**src/rtl/rooth_uart_loader.sv**
```systemverilog
// rooth_uart_loader
// Receives a framed program image on the debug UART (8N1, LSB first) and
// writes it into instruction memory one 32-bit little-endian word at a time,
// holding the core in reset while a load is in progress.
//
// Frame: 0xA5, LEN_LO, LEN_HI, N*4 data bytes, [CSUM]
//   CSUM = sum mod 256 of LEN_LO, LEN_HI and every data byte.
//
// Optional feature macro: ROOTH_LOADER_CSUM_EN
//   defined   : the frame ends with a CSUM byte that is verified.
//   undefined : no CSUM byte; success is signalled the cycle after the last
//               word write (or right after LEN_HI when N == 0), and
//               err_flags[0] is tied to 0.
//
// Ports
//   clk            system clock
//   rst_n          async active-low reset
//   uart_debug_pin serial RX line, idle high
//   err_clr        one-cycle pulse clearing err_flags
//   mem_we         instruction memory write strobe (one cycle per word)
//   mem_addr       word address of the write
//   mem_wdata      write data
//   core_rst_n     active-low reset request to the core (0 while loading)
//   load_busy      high from the sync byte until frame end or abort
//   load_done      one-cycle pulse on a successful load
//   err_flags      sticky {timeout, overflow, checksum}
`timescale 1ns/1ps
module rooth_uart_loader #(
    parameter int CLK_FREQ     = 50000000,
    parameter int BAUD         = 115200,
    parameter int ADDR_WIDTH   = 12,
    parameter int TIMEOUT_BITS = 64
) (
    input  logic                  clk,
    input  logic                  rst_n,
    input  logic                  uart_debug_pin,
    input  logic                  err_clr,
    output logic                  mem_we,
    output logic [ADDR_WIDTH-1:0] mem_addr,
    output logic [31:0]           mem_wdata,
    output logic                  core_rst_n,
    output logic                  load_busy,
    output logic                  load_done,
    output logic [2:0]            err_flags
);

    localparam int CYC_PER_BIT = CLK_FREQ / BAUD;
    localparam int CW          = $clog2(CYC_PER_BIT + 1);
    localparam int TW          = $clog2(TIMEOUT_BITS + 1);

    localparam logic [CW-1:0] BIT_LAST  = CW'(CYC_PER_BIT - 1);
    localparam logic [CW-1:0] HALF_LAST = CW'(CYC_PER_BIT / 2 - 1);
    localparam logic [TW-1:0] TMO_LIM   = TW'(TIMEOUT_BITS);
    localparam logic [16:0]   DEPTH     = 17'(2 ** ADDR_WIDTH);
    localparam logic [7:0]    SYNC_BYTE = 8'hA5;

    // ------------------------------------------------------------------
    // UART receiver
    // ------------------------------------------------------------------
    typedef enum logic [1:0] {RX_IDLE, RX_START, RX_DATA, RX_STOP} rx_st_e;

    rx_st_e        rx_st_q;
    logic [2:0]    sync_q;      // [0],[1] synchronizer, [2] previous sample for edge detect
    logic [CW-1:0] rx_cnt_q;
    logic [2:0]    rx_bit_q;
    logic [7:0]    rx_sh_q;
    logic [7:0]    rx_byte_q;
    logic          rx_vld_q;

    always_ff @(posedge clk or negedge rst_n) begin
        if (!rst_n) begin
            rx_st_q   <= RX_IDLE;
            sync_q    <= 3'b111;
            rx_cnt_q  <= '0;
            rx_bit_q  <= '0;
            rx_sh_q   <= '0;
            rx_byte_q <= '0;
            rx_vld_q  <= 1'b0;
        end else begin
            sync_q   <= {sync_q[1:0], uart_debug_pin};
            rx_vld_q <= 1'b0;
            case (rx_st_q)
                RX_IDLE: begin
                    if (sync_q[2] && !sync_q[1]) begin
                        rx_st_q  <= RX_START;
                        rx_cnt_q <= '0;
                    end
                end
                RX_START: begin
                    // Re-check the start bit half a bit in; a high line here
                    // means the edge was a glitch.
                    if (rx_cnt_q == HALF_LAST) begin
                        rx_cnt_q <= '0;
                        rx_bit_q <= '0;
                        rx_st_q  <= sync_q[1] ? RX_IDLE : RX_DATA;
                    end else begin
                        rx_cnt_q <= rx_cnt_q + 1'b1;
                    end
                end
                RX_DATA: begin
                    if (rx_cnt_q == BIT_LAST) begin
                        rx_cnt_q <= '0;
                        rx_sh_q  <= {sync_q[1], rx_sh_q[7:1]};
                        if (rx_bit_q == 3'd7) rx_st_q <= RX_STOP;
                        rx_bit_q <= rx_bit_q + 1'b1;
                    end else begin
                        rx_cnt_q <= rx_cnt_q + 1'b1;
                    end
                end
                default: begin // RX_STOP
                    if (rx_cnt_q == BIT_LAST) begin
                        rx_cnt_q <= '0;
                        rx_st_q  <= RX_IDLE;
                        // Framing error: drop the byte without any side effect.
                        if (sync_q[1]) begin
                            rx_byte_q <= rx_sh_q;
                            rx_vld_q  <= 1'b1;
                        end
                    end else begin
                        rx_cnt_q <= rx_cnt_q + 1'b1;
                    end
                end
            endcase
        end
    end

    // ------------------------------------------------------------------
    // Frame FSM
    // ------------------------------------------------------------------
    typedef enum logic [2:0] {
        ST_IDLE, ST_LEN_LO, ST_LEN_HI, ST_DATA
`ifdef ROOTH_LOADER_CSUM_EN
        , ST_CSUM
`endif
    } st_e;

    st_e                   st_q;
    logic [15:0]           len_q;
    logic [16:0]           idx_q;
    logic [1:0]            bcnt_q;
    logic [23:0]           word_q;
    logic                  mem_we_q;
    logic [ADDR_WIDTH-1:0] mem_addr_q;
    logic [31:0]           mem_wdata_q;
    logic                  core_rst_q;
    logic                  busy_q;
    logic                  done_q;
    logic [2:0]            err_q;
    logic [2:0]            err_set_d;
    logic                  fin_pend;
    logic                  tmo;
    logic                  abort;
    logic                  last_word;
    logic [CW-1:0]         tdiv_q;
    logic [TW-1:0]         tbits_q;

`ifdef ROOTH_LOADER_CSUM_EN
    logic [7:0] sum_q;
    assign fin_pend = 1'b0;
`else
    // Success is reported one cycle after the last write strobe.
    logic fin_q;
    assign fin_pend = fin_q;
`endif

    // Inter-byte timeout, counted in bit-times; restarts on every byte.
    always_ff @(posedge clk or negedge rst_n) begin
        if (!rst_n) begin
            tdiv_q  <= '0;
            tbits_q <= '0;
        end else if (st_q == ST_IDLE || rx_vld_q) begin
            tdiv_q  <= '0;
            tbits_q <= '0;
        end else if (tdiv_q == BIT_LAST) begin
            tdiv_q  <= '0;
            if (!tmo) tbits_q <= tbits_q + 1'b1;
        end else begin
            tdiv_q <= tdiv_q + 1'b1;
        end
    end

    assign tmo       = (tbits_q == TMO_LIM);
    // A byte landing in the timeout cycle still counts as on time.
    assign abort     = (st_q != ST_IDLE) && tmo && !rx_vld_q && !fin_pend;
    assign last_word = ((idx_q + 17'd1) == {1'b0, len_q});

    always_comb begin
        err_set_d    = '0;
        err_set_d[2] = abort;
        err_set_d[1] = (st_q == ST_DATA) && rx_vld_q && !fin_pend &&
                       (bcnt_q == 2'd3) && (idx_q >= DEPTH);
`ifdef ROOTH_LOADER_CSUM_EN
        err_set_d[0] = (st_q == ST_CSUM) && rx_vld_q && (rx_byte_q != sum_q);
`endif
    end

    always_ff @(posedge clk or negedge rst_n) begin
        if (!rst_n) begin
            st_q        <= ST_IDLE;
            len_q       <= '0;
            idx_q       <= '0;
            bcnt_q      <= '0;
            word_q      <= '0;
            mem_we_q    <= 1'b0;
            mem_addr_q  <= '0;
            mem_wdata_q <= '0;
            core_rst_q  <= 1'b1;
            busy_q      <= 1'b0;
            done_q      <= 1'b0;
            err_q       <= '0;
`ifdef ROOTH_LOADER_CSUM_EN
            sum_q       <= '0;
`else
            fin_q       <= 1'b0;
`endif
        end else begin
            mem_we_q <= 1'b0;
            done_q   <= 1'b0;
            // A flag being set wins over a same-cycle clear.
            err_q    <= (err_q & ~{3{err_clr}}) | err_set_d;
`ifndef ROOTH_LOADER_CSUM_EN
            fin_q    <= 1'b0;
`endif
            if (fin_pend) begin
                done_q     <= 1'b1;
                core_rst_q <= 1'b1;
                busy_q     <= 1'b0;
                st_q       <= ST_IDLE;
            end else if (abort) begin
                busy_q <= 1'b0;
                st_q   <= ST_IDLE;
            end else if (rx_vld_q) begin
                case (st_q)
                    ST_IDLE: begin
                        if (rx_byte_q == SYNC_BYTE) begin
                            st_q       <= ST_LEN_LO;
                            busy_q     <= 1'b1;
                            core_rst_q <= 1'b0;
                            idx_q      <= '0;
                            bcnt_q     <= '0;
`ifdef ROOTH_LOADER_CSUM_EN
                            sum_q      <= '0;
`endif
                        end
                    end
                    ST_LEN_LO: begin
                        len_q[7:0] <= rx_byte_q;
`ifdef ROOTH_LOADER_CSUM_EN
                        sum_q      <= sum_q + rx_byte_q;
`endif
                        st_q       <= ST_LEN_HI;
                    end
                    ST_LEN_HI: begin
                        len_q[15:8] <= rx_byte_q;
`ifdef ROOTH_LOADER_CSUM_EN
                        sum_q       <= sum_q + rx_byte_q;
`endif
                        if ({rx_byte_q, len_q[7:0]} != 16'd0) begin
                            st_q <= ST_DATA;
                        end else begin
`ifdef ROOTH_LOADER_CSUM_EN
                            st_q <= ST_CSUM;
`else
                            done_q     <= 1'b1;
                            core_rst_q <= 1'b1;
                            busy_q     <= 1'b0;
                            st_q       <= ST_IDLE;
`endif
                        end
                    end
                    ST_DATA: begin
`ifdef ROOTH_LOADER_CSUM_EN
                        sum_q  <= sum_q + rx_byte_q;
`endif
                        bcnt_q <= bcnt_q + 1'b1;
                        word_q <= {rx_byte_q, word_q[23:8]};
                        if (bcnt_q == 2'd3) begin
                            // Words past the end of memory are received but not written.
                            if (idx_q < DEPTH) begin
                                mem_we_q    <= 1'b1;
                                mem_addr_q  <= idx_q[ADDR_WIDTH-1:0];
                                mem_wdata_q <= {rx_byte_q, word_q};
                            end
                            idx_q <= idx_q + 17'd1;
                            if (last_word) begin
`ifdef ROOTH_LOADER_CSUM_EN
                                st_q  <= ST_CSUM;
`else
                                fin_q <= 1'b1;
`endif
                            end
                        end
                    end
`ifdef ROOTH_LOADER_CSUM_EN
                    ST_CSUM: begin
                        busy_q <= 1'b0;
                        st_q   <= ST_IDLE;
                        if (rx_byte_q == sum_q) begin
                            done_q     <= 1'b1;
                            core_rst_q <= 1'b1;
                        end
                    end
`endif
                    default: st_q <= ST_IDLE;
                endcase
            end
        end
    end

    assign mem_we     = mem_we_q;
    assign mem_addr   = mem_addr_q;
    assign mem_wdata  = mem_wdata_q;
    assign core_rst_n = core_rst_q;
    assign load_busy  = busy_q;
    assign load_done  = done_q;
    assign err_flags  = err_q;

endmodule

```
**config.mk**
```make
export PLATFORM = sky130hd
export DESIGN_NAME = rooth_uart_loader
export DESIGN_NICKNAME = d
export VERILOG_FILES = /design/src/rtl/rooth_uart_loader.sv
export SDC_FILE = /design/constraint.sdc
export NUM_CORES = 1
export LEC_CHECK = 0
export BUFFER_PORTS_ARGS = -buffer_cell sky130_fd_sc_hd__clkbuf_2
export CAP_MARGIN = 20
export CORE_ASPECT_RATIO = 0.7
export CORE_MARGIN = 5
export CORE_UTILIZATION = 45
export CTS_BUF_LIST = sky130_fd_sc_hd__clkbuf_8 sky130_fd_sc_hd__clkbuf_16
export DETAILED_ROUTE_END_ITERATION = 8
export PLACE_DENSITY_LB_ADDON = 0.05
export SLEW_MARGIN = 20
export SYNTH_ARGS = -nofsm -noshare
export SYNTH_HDL_FRONTEND = slang
export SYNTH_SLANG_ARGS = --single-unit
```
**constraint.sdc**
```tcl
create_clock -name clk -period 2.7 [get_ports clk]
set_input_delay 0.54 -clock clk [delete_from_list [all_inputs] [get_ports clk]]
set_output_delay 0.54 -clock clk [all_outputs]
set_load 0.05 [all_outputs]
```
Yosys cells after proc, flatten, opt, wreduce, memory -nomap -nowiden
Cells that the tools add are included.
Operators by class
  muxes and demuxes: 62
  eq/ne operators: 26
  magnitude comparators: 2
  reductions and logical operators: 39
  $add $sub $neg: 6
  bitwise logic cells: 6
Operators by type and width (count)
  9-bit 2-to-1 mux: 5
  17-bit 2-to-1 mux: 2
  17-bit case mux with 2 select lines: 1
  1-bit 2-to-1 mux: 30
  7-bit 2-to-1 mux: 3
  9-bit by 1-bit adder with 9-bit output (second input constant): 2
  9-bit == test (second input constant): 2
  3-bit 2-to-1 mux: 6
  9-bit case mux with 2 select lines: 1
  17-bit by 1-bit adder with 17-bit output (second input constant): 1
  17-bit by 16-bit == test with 1-bit output: 1
  17-bit by 13-bit >= comparator with 1-bit output (second input constant): 1
  17-bit by 13-bit less-than comparator with 1-bit output (second input constant): 1
  2-bit 2-to-1 mux: 8
  4-bit AND reduction: 4
  16-bit nonzero test: 1
  5-bit AND reduction: 3
  3-bit case mux with 4 select lines: 1
  6-bit AND reduction: 2
  3-bit nonzero test: 4
  9-bit by 8-bit == test with 1-bit output (second input constant): 1
  3-bit AND reduction: 3
  8-bit == test (second input constant): 1
  1-bit logical AND: 8
  other kinds (31): 49
Word-level totals
  input port bits: 4
  register bits after elaboration: 164

Longest topological paths before layout
Gate-level depths: netlist of the first run.
  depth after elaboration: 8
  mapped depth: 9
  mapped depth without buffers: 8

Worst setup path after synthesis of the first run
Ideal clock, no wire load.
  path type: reg2reg
  start: register rx_cnt_q[1]
  end: register rx_st_q[0]
  cell stages (with the launch flop): 8
  setup time: 125 ps
  path slack: 628 ps
  required time: 2575 ps
  clock period less this slack: 2072 ps
  arrival: 1947 ps
  buffers on the path: 0
  path through: dfrtp_1 > inv_1 > ha_1 > nor4bb_1 > and4_1 > a2bb2oi_1 > and2b_1 > mux2_2
Between the ends
  word-level cells in the longest chain between the ends: 3
RTL lines
  start, declared: RTL line 64  | logic [CW-1:0] rx_cnt_q;
  start signal, assigned: RTL line 97  | rx_cnt_q <= rx_cnt_q + 1'b1;
  start signal, assigned: RTL line 107  | rx_cnt_q <= rx_cnt_q + 1'b1;
  start signal, assigned: RTL line 120  | rx_cnt_q <= rx_cnt_q + 1'b1;
  9-bit == test or 9-bit by 8-bit == test with 1-bit output (tied branches): RTL line 101, 111, 92
  2-bit inequality test (no line) or 3-bit nonzero test (tied branches)
  5-bit AND reduction (no line) *
  end signal, assigned: RTL line 95  | rx_st_q <= sync_q[1] ? RX_IDLE : RX_DATA;
  end, declared: RTL line 62  | rx_st_e rx_st_q;
Mark *: on every way between the ends. The rest lies on a longest branch, timed or not.
A chain may end at the register's enable or synchronous reset.

Worst setup path in the final report of the first run
  start: register idx_q[0]
  end: register fin_q (netlist: fin_pend)
Between the ends
  word-level cells in the longest chain between the ends: 8
RTL lines
  start, declared: RTL line 139  | logic [16:0] idx_q;
  start signal, assigned: RTL line 284  | idx_q <= idx_q + 17'd1;
  17-bit by 1-bit adder with 17-bit output: RTL line 185  | assign last_word = ((idx_q + 17'd1) == {1'b0, len_q});
  17-bit by 16-bit == test with 1-bit output: RTL line 185
  1-bit 2-to-1 mux: RTL line 285  | if (last_word) begin
  1-bit 2-to-1 mux: RTL line 277  | if (bcnt_q == 2'd3) begin
  1-bit 2-to-1 mux: RTL line 233  | case (st_q)
  1-bit 2-to-1 mux: RTL line 232  | end else if (rx_vld_q) begin
  1-bit 2-to-1 mux: RTL line 229  | end else if (abort) begin
  1-bit 2-to-1 mux: RTL line 224  | if (fin_pend) begin
  end signal, assigned: RTL line 214  | fin_q <= 1'b0;
  end signal, assigned: RTL line 222  | fin_q <= 1'b0;
  end signal, assigned: RTL line 289  | fin_q <= 1'b1;
  end, declared: RTL line 162  | logic fin_q;
No other way between the ends.

==> results.sh, run 1 <==
export IMPL_routed_wl_um=16660
export IMPL_cts_setup_buffers=0
export IMPL_overflow=0
export IMPL_place_gp_congestion=0.8166
export IMPL_dr_pass1_iters=5
export IMPL_num_rows=39
export IMPL_cts_resized=0
export IMPL_fmax_mhz=451.1
export IMPL_antenna_left=0
export IMPL_final_nets=854
export IMPL_worstSetupStartpointType="flip-flop"
export IMPL_cts_hold_fix_buffers=0
export IMPL_antenna_found_initial=0
export IMPL_grtUsageTotal_pct=18.07
export IMPL_synth_seq_cells=163
export IMPL_cts_buffers_inserted=17
export IMPL_rsz0062_at_grt="false"
export IMPL_syn_area_um2=7482
export IMPL_required_ps=3040
export IMPL_synth_edff_count=0
export IMPL_yosysTopAreaCellShare_pct=53.18
export IMPL_diodes=0
export IMPL_cts_buffer_depth=2
export IMPL_ir_worst_vdd_uv=488.6
export IMPL_power_frac_comb_pct=5.5
export IMPL_tritoncts="built"
export IMPL_syn2layout_area_growth_pct=15.25
export IMPL_cts_root_buf="clkbuf_16"
export IMPL_initial_core_util_pct=45.91
export IMPL_drv_cap=0
export IMPL_skew_ps=8.333
export IMPL_path_clk_slew_ps=70
export IMPL_synthTopCellsByArea="dfrtp_1 53%, nand2_1 13%, mux2_2 3.9%, ha_1 2.7%, xnor2_1 2.1%"
export IMPL_finalHoldViolCount=0
export IMPL_sw_frac_of_total_pct=25.16
export IMPL_viasPerCell=5.184
export IMPL_p_leak_uw=0.004433
export IMPL_internal_power_uw=3893
export IMPL_io_pins=55
export IMPL_die_w_um=164.1
export IMPL_core_area_um2=16300
export IMPL_cts_max_level=4
export IMPL_yosys_warnings=0
export IMPL_outcome="completed"
export IMPL_tns_ps=0
export IMPL_p_per_area_nw_per_um2=603.3
export IMPL_worstMarginPinSlew_ps=629.4
export IMPL_min_period_ps=2217
export IMPL_dp_slack_ps=526.7
export IMPL_drc=0
export IMPL_vias=5557
export IMPL_p_sw_uw=1309
export IMPL_p_seq_share_pct=49.3
export IMPL_first_global_vias=5401
export IMPL_setup_violations=0
export IMPL_critPathKind="flip-flop to flip-flop"
export IMPL_hp_class="input port to asynchronous set/reset pin"
export IMPL_syn_inst=782
export IMPL_crit_fanout=8
export IMPL_drt_iter0_drc=372
export IMPL_syn_nets=802
export IMPL_ys_flop_type="dfrtp_1"
export IMPL_end_kind="flip-flop"
export IMPL_relSlewSlack_pct=58.04
export IMPL_avgSynthCellArea_um2=9.568
export IMPL_power_frac_clock_pct=45.2
export IMPL_hpwl_um=11720
export IMPL_port_buffers=54
export IMPL_seq_area_frac_synth_pct=54.58
export IMPL_synthDistinctLibCells=58
export IMPL_finalWorstSetupSlack_ps=483.3
export IMPL_async_flop_share_pct=100.0
export IMPL_grt_pass1_wl_um=28120
export IMPL_wl_per_cell_um=15.54
export IMPL_grt_max_degree=66
export IMPL_cp_arrival_ps=2550
export IMPL_die_height_um=117.9
export IMPL_clock_sinks=163
export IMPL_drive_gt1_share_pct=16.65
export IMPL_design_die_area_um2=19350
export IMPL_maxSlewViolCount=0
export IMPL_yosys_area_top_type="dfrtp_1"
export IMPL_layout_common_cells="264 x nand2_1, 159 x dfrtp_1, 53 x clkbuf_2"
export IMPL_clkLatencyLatePin_ps=430
export IMPL_finalCritPeriodShare_pct=82.10
export IMPL_final_common_cell="nand2_1"
==> cell usage after synthesis (2+ instances only) <==
| cell | number |
|---|---|
| a31oi_1 | 3 |
| or3_1 | 8 |
| and4b_1 | 2 |
| nor2b_1 | 3 |
| buf_2 | 7 |
| o31ai_1 | 2 |
| and2_1 | 2 |
| nor3_1 | 16 |
| o32ai_1 | 2 |
| a211oi_1 | 5 |
| nand4_1 | 15 |
| and4_1 | 3 |
| dfstp_2 | 4 |
| a21oi_1 | 12 |
| or4_1 | 6 |
| clkbuf_1 | 26 |
| mux2_2 | 26 |
| mux2i_1 | 4 |
| nand2_1 | 264 |
| or2_2 | 2 |
| nor4_1 | 3 |
| nor2_1 | 33 |
| a21o_1 | 9 |
| nand2b_1 | 2 |
| and2b_1 | 2 |
| o21ai_0 | 24 |
| buf_1 | 3 |
| ha_1 | 16 |
| dfrtp_1 | 159 |
| a22o_1 | 15 |
| nor4bb_1 | 2 |
| clkinv_1 | 2 |
| inv_1 | 21 |
| o22ai_1 | 4 |
| xor2_1 | 18 |
| nand3_1 | 16 |
| xnor2_1 | 18 |
| and3_1 | 3 |
==> critical path, cell delays in order, from the launching register on <==
cell and delay, ps:
dfrtp_1 460, ha_1 270, and3_1 360, nand4_1 200, xnor2_1 180, nor4_1 310, nand4_1 140, nor3_1 200
==> power groups by stage <==
stage / clock [uW] / combinational (uW) / sequential, uW
2_1_floorplan: 0 / 193 / 2570
3_3_place_gp: 0 / 281 / 2600
3_5_place_dp: 0 / 289 / 2600
4_1_cts: 2420 / 289 / 2560
5_1_grt: 2520 / 324 / 2570
6_report: 2350 / 285 / 2560
==> logic make-up (layout without fill, tap and decap cells) <==
logic type,Yosys count,count (layout),synth area share (%)
fa+ha+maj,16,16,2.676
buf+inv,59,124,3.077
compound gates,87,87,7.793
simple gates,391,391,23.21
xor+xnor,36,36,4.214
mux,30,30,4.448
flops,163,163,54.58
==> metal layers <==
layer | GRT usage [%] | share of wire [%] | up-vias | wire, um
li1 | - | - | 2728 | -
met1 | 27.89 | 52 | 2722 | 8724
met2 | 25.31 | 43 | 98 | 7137
met3 | 4.340 | 4.1 | 9 | 675
met4 | 4.662 | 0.73 | 0 | 122
met5 | 0 | 0 | - | 0
==> sequential cells by signal, indices dropped and copies added (netlist names), 2 cells and up <==
name       flops
rx_bit_q       3
tdiv_q         9
rx_st_q        2
rx_cnt_q       9
word_q        24
sync_q         3
mem_wdata     32
rx_sh_q        8
rx_byte_q      8
idx_q         17
st_q           2
err_flags      3
bcnt_q         2
len_q         16
tbits_q        7
mem_addr      12
==> path summary, 6_finish.rpt <==
kind	start	to	slack, ps	depth (start not counted)
worst max-delay path	idx_q[0]	fin_pend	480	7
worst min-delay path	rst_n	rx_cnt_q[0]	100	1
worst max register to register	idx_q[0]	fin_pend	480	7
worst min register to register	sync_q[0]	sync_q[1]	360	0
max in group asynchronous	rst_n	word_q[5]	1900	2
min in group clk	uart_debug_pin	sync_q[0]	190	1
==> layout make-up <==
| type | count | area (um2) |
|---|---|---|
| timing repair buffer | 69 | 426.7 |
| multi-input combinational | 560 | 3173 |
| inverter | 23 | 86.33 |
| tap | 225 | 281.5 |
| fill | 1544 | 7675 |
| clock inverter | 15 | 146.4 |
| clock buffer | 17 | 425.4 |
| sequential | 163 | 4084 |
==> stage by stage <==
step	utilization [%]	hold slack, ps	instances	total power (uW)	cell area (um2)
floorplan	-	244.4	782	2758	7482
global placement	49.40	346.3	1040	2885	8051
detailed placement	49.40	347.0	1040	2893	8051
CTS	52.91	116.5	1072	5266	8623
global route	52.91	146.4	1072	5415	8623
finish	52.91	100.2	1072	5202	8623
No activity file was read; power rests on OpenSTA's default activity.
==> inputs of run 2 (changes only) <==
clock period = 2.17 ns   (was 2.7 ns; I/O delays follow)
==> run 2 against run 1 <==
Effect of this change: design area up 3.4%; via count is 0.72% higher; final cell count up 2.6%; wire length up 2.2%; highest routed layer unchanged.
==> results.sh, run 2 (synthesis gave the netlist of run 1 again) <==
export IMPL_required_ps=2510
export IMPL_path_clk_slew_ps=70
export IMPL_final_common_cell="nand2_1"
export IMPL_cts_buffer_depth=2
export IMPL_relSlewSlack_pct=63.13
export IMPL_initial_core_util_pct=45.91
export IMPL_first_global_vias=5563
export IMPL_cts_buffers_inserted=17
export IMPL_grt_pass1_wl_um=28790
export IMPL_dr_pass1_iters=4
export IMPL_r2r_start="idx_q[1]"
export IMPL_skew_ps=9.451
export IMPL_outcome="completed"
export IMPL_drt_iter0_drc=509
export IMPL_grtUsageTotal_pct=18.57
export IMPL_drc=0
export IMPL_clock_sinks=163
export IMPL_power_uw=6809
export IMPL_worst_path_largest_cell_delay_ps=430
export IMPL_core_area_um2=16300
export IMPL_r2r_slack_ps=130
export IMPL_cp_cell_sequence="ha_1 -> and3_2 -> nand4_1 -> xnor2_1 -> nor4_1 -> nand4_1 -> nor3_1"
export IMPL_ir_worst_vdd_uv=433.5
export IMPL_place_gp_congestion=0.9019
export IMPL_diodes=0
export IMPL_design_die_area_um2=19350
export IMPL_io_pins=55
export IMPL_min_from="uart_debug_pin"
export IMPL_hold_ws_ps=77.49
export IMPL_hp_class="input port to flip-flop"
export IMPL_cpMaxStageDelayCell="dfrtp_1"
export IMPL_p_per_area_nw_per_um2=764.0
export IMPL_grt_max_degree=57
export IMPL_end_kind="flip-flop"
export IMPL_finalCritPeriodShare_pct=94.21
export IMPL_cts_root_buf="clkbuf_16"
export IMPL_cts_setup_buffers=0
export IMPL_finalHoldViolCount=0
export IMPL_die_height_um=117.9
export IMPL_antenna_found_initial=0
export IMPL_cts_max_level=4
export IMPL_routed_wl_um=17030
export IMPL_fmax_mhz=489.1
export IMPL_crit_path_frequent_cell="nand4_1"
export IMPL_use_met2_pct=26.54
export IMPL_worstSetupStartpointType="flip-flop"
export IMPL_critPathBufInv=0
export IMPL_crit_family="simple AND/OR/NAND/NOR gates"
export IMPL_crit_fanout=8
export IMPL_final_nets=882
export IMPL_grt_busiest_layer="met1"
export IMPL_crit_start="idx_q[1]"
export IMPL_tritoncts="built"
export IMPL_syn2layout_area_growth_pct=19.11
export IMPL_cp_arrival_ps=2390
export IMPL_die_w_um=164.1
export IMPL_drive_gt1_share_pct=19.54
export IMPL_layout_common_cells="264 x nand2_1, 159 x dfrtp_1, 53 x clkbuf_2"
export IMPL_antenna_left=0
export IMPL_overflow=0
export IMPL_largest_register_ff_count=32
export IMPL_port_buffers=54
export IMPL_clkLatencyLatePin_ps=430
export IMPL_setup_violations=0
export IMPL_hpwl_um=12150
export IMPL_wl_per_cell_um=15.48
export IMPL_critPathKind="flip-flop to flip-flop"
export IMPL_viasPerCell=5.088
export IMPL_use_met3_pct=4.165
export IMPL_min_period_ps=2044
export IMPL_fillers=1513
export IMPL_met1_usage_pct=28.63
export IMPL_drv_cap=0
export IMPL_num_rows=39
export IMPL_p_leak_uw=0.004614
export IMPL_maxSlewViolCount=0
export IMPL_vias=5597
export IMPL_worstMarginPinSlew_ps=553.0
## run 2: changes by cell type in the layout (fill, tap and decap cells not counted), sizes merged
cell and delta:
buf +27, bufinv +3, inv -2, clkinvlp -1, dlygate4sd3 +1
## run 2: path summary, 6_finish.rpt
check                           endpoint  cells past startpoint
max                             fin_pend                      7
min                            sync_q[0]                      1
max reg2reg                     fin_pend                      7
min reg2reg                    sync_q[1]                      0
max in group asynchronous  mem_wdata[29]                      3
min in group asynchronous    rx_bit_q[1]                      2
## run 2: per-stage QoR
| stage | instance area (um2) | TNS [ps] | setup WS (ps) | util (%) | std cells |
|---|---|---|---|---|---|
| floorplan | 7482 | 0 | 98.21 | - | 782 |
| global placement | 8254 | 0 | 205.0 | 50.64 | 1067 |
| detailed placement | 8254 | 0 | 104.0 | 50.64 | 1067 |
| CTS | 8896 | 0 | 51.39 | 54.58 | 1100 |
| global route | 8912 | -4.971 | -4.971 | 54.68 | 1100 |
| finish | 8912 | 0 | 125.6 | 54.68 | 1100 |
## run 2: routing by layer
layer / part of all wire, % / vias to the layer above
met5: 0 / -
met4: 0.80 / 0
met3: 4.9 / 8
met2: 43 / 99
met1: 51 / 2710
li1: - / 2780
## run 2: layout make-up
cell class                 instances  area, um2  share of cell area, %
multi-input combinational        560       3189                  35.79
clock inverter                    15      206.4                  2.316
inverter                          23      86.33                 0.9687
clock buffer                      17      425.4                  4.773
sequential                       163       4084                  45.82
timing repair buffer              97      639.4                  7.174
tap                              225      281.5                  3.159
## run 2: power by group
group / internal, uW / total (uW) / leakage, uW / switching, uW
registers: 3090 / 3170 / 0.00226 / 74.2
logic: 186 / 429 / 0.00205 / 244
clock network: 1940 / 3210 / 0.000304 / 1270
total: 5220 / 6810 / 0.00461 / 1590
## run 2: what timing repair did
item / CTS / global route
hold endpoints to repair: 20 / 0
resized for setup: 0 / 4
hold buffers: 1 / 0
endpoints found under the setup margin: 0 / 5
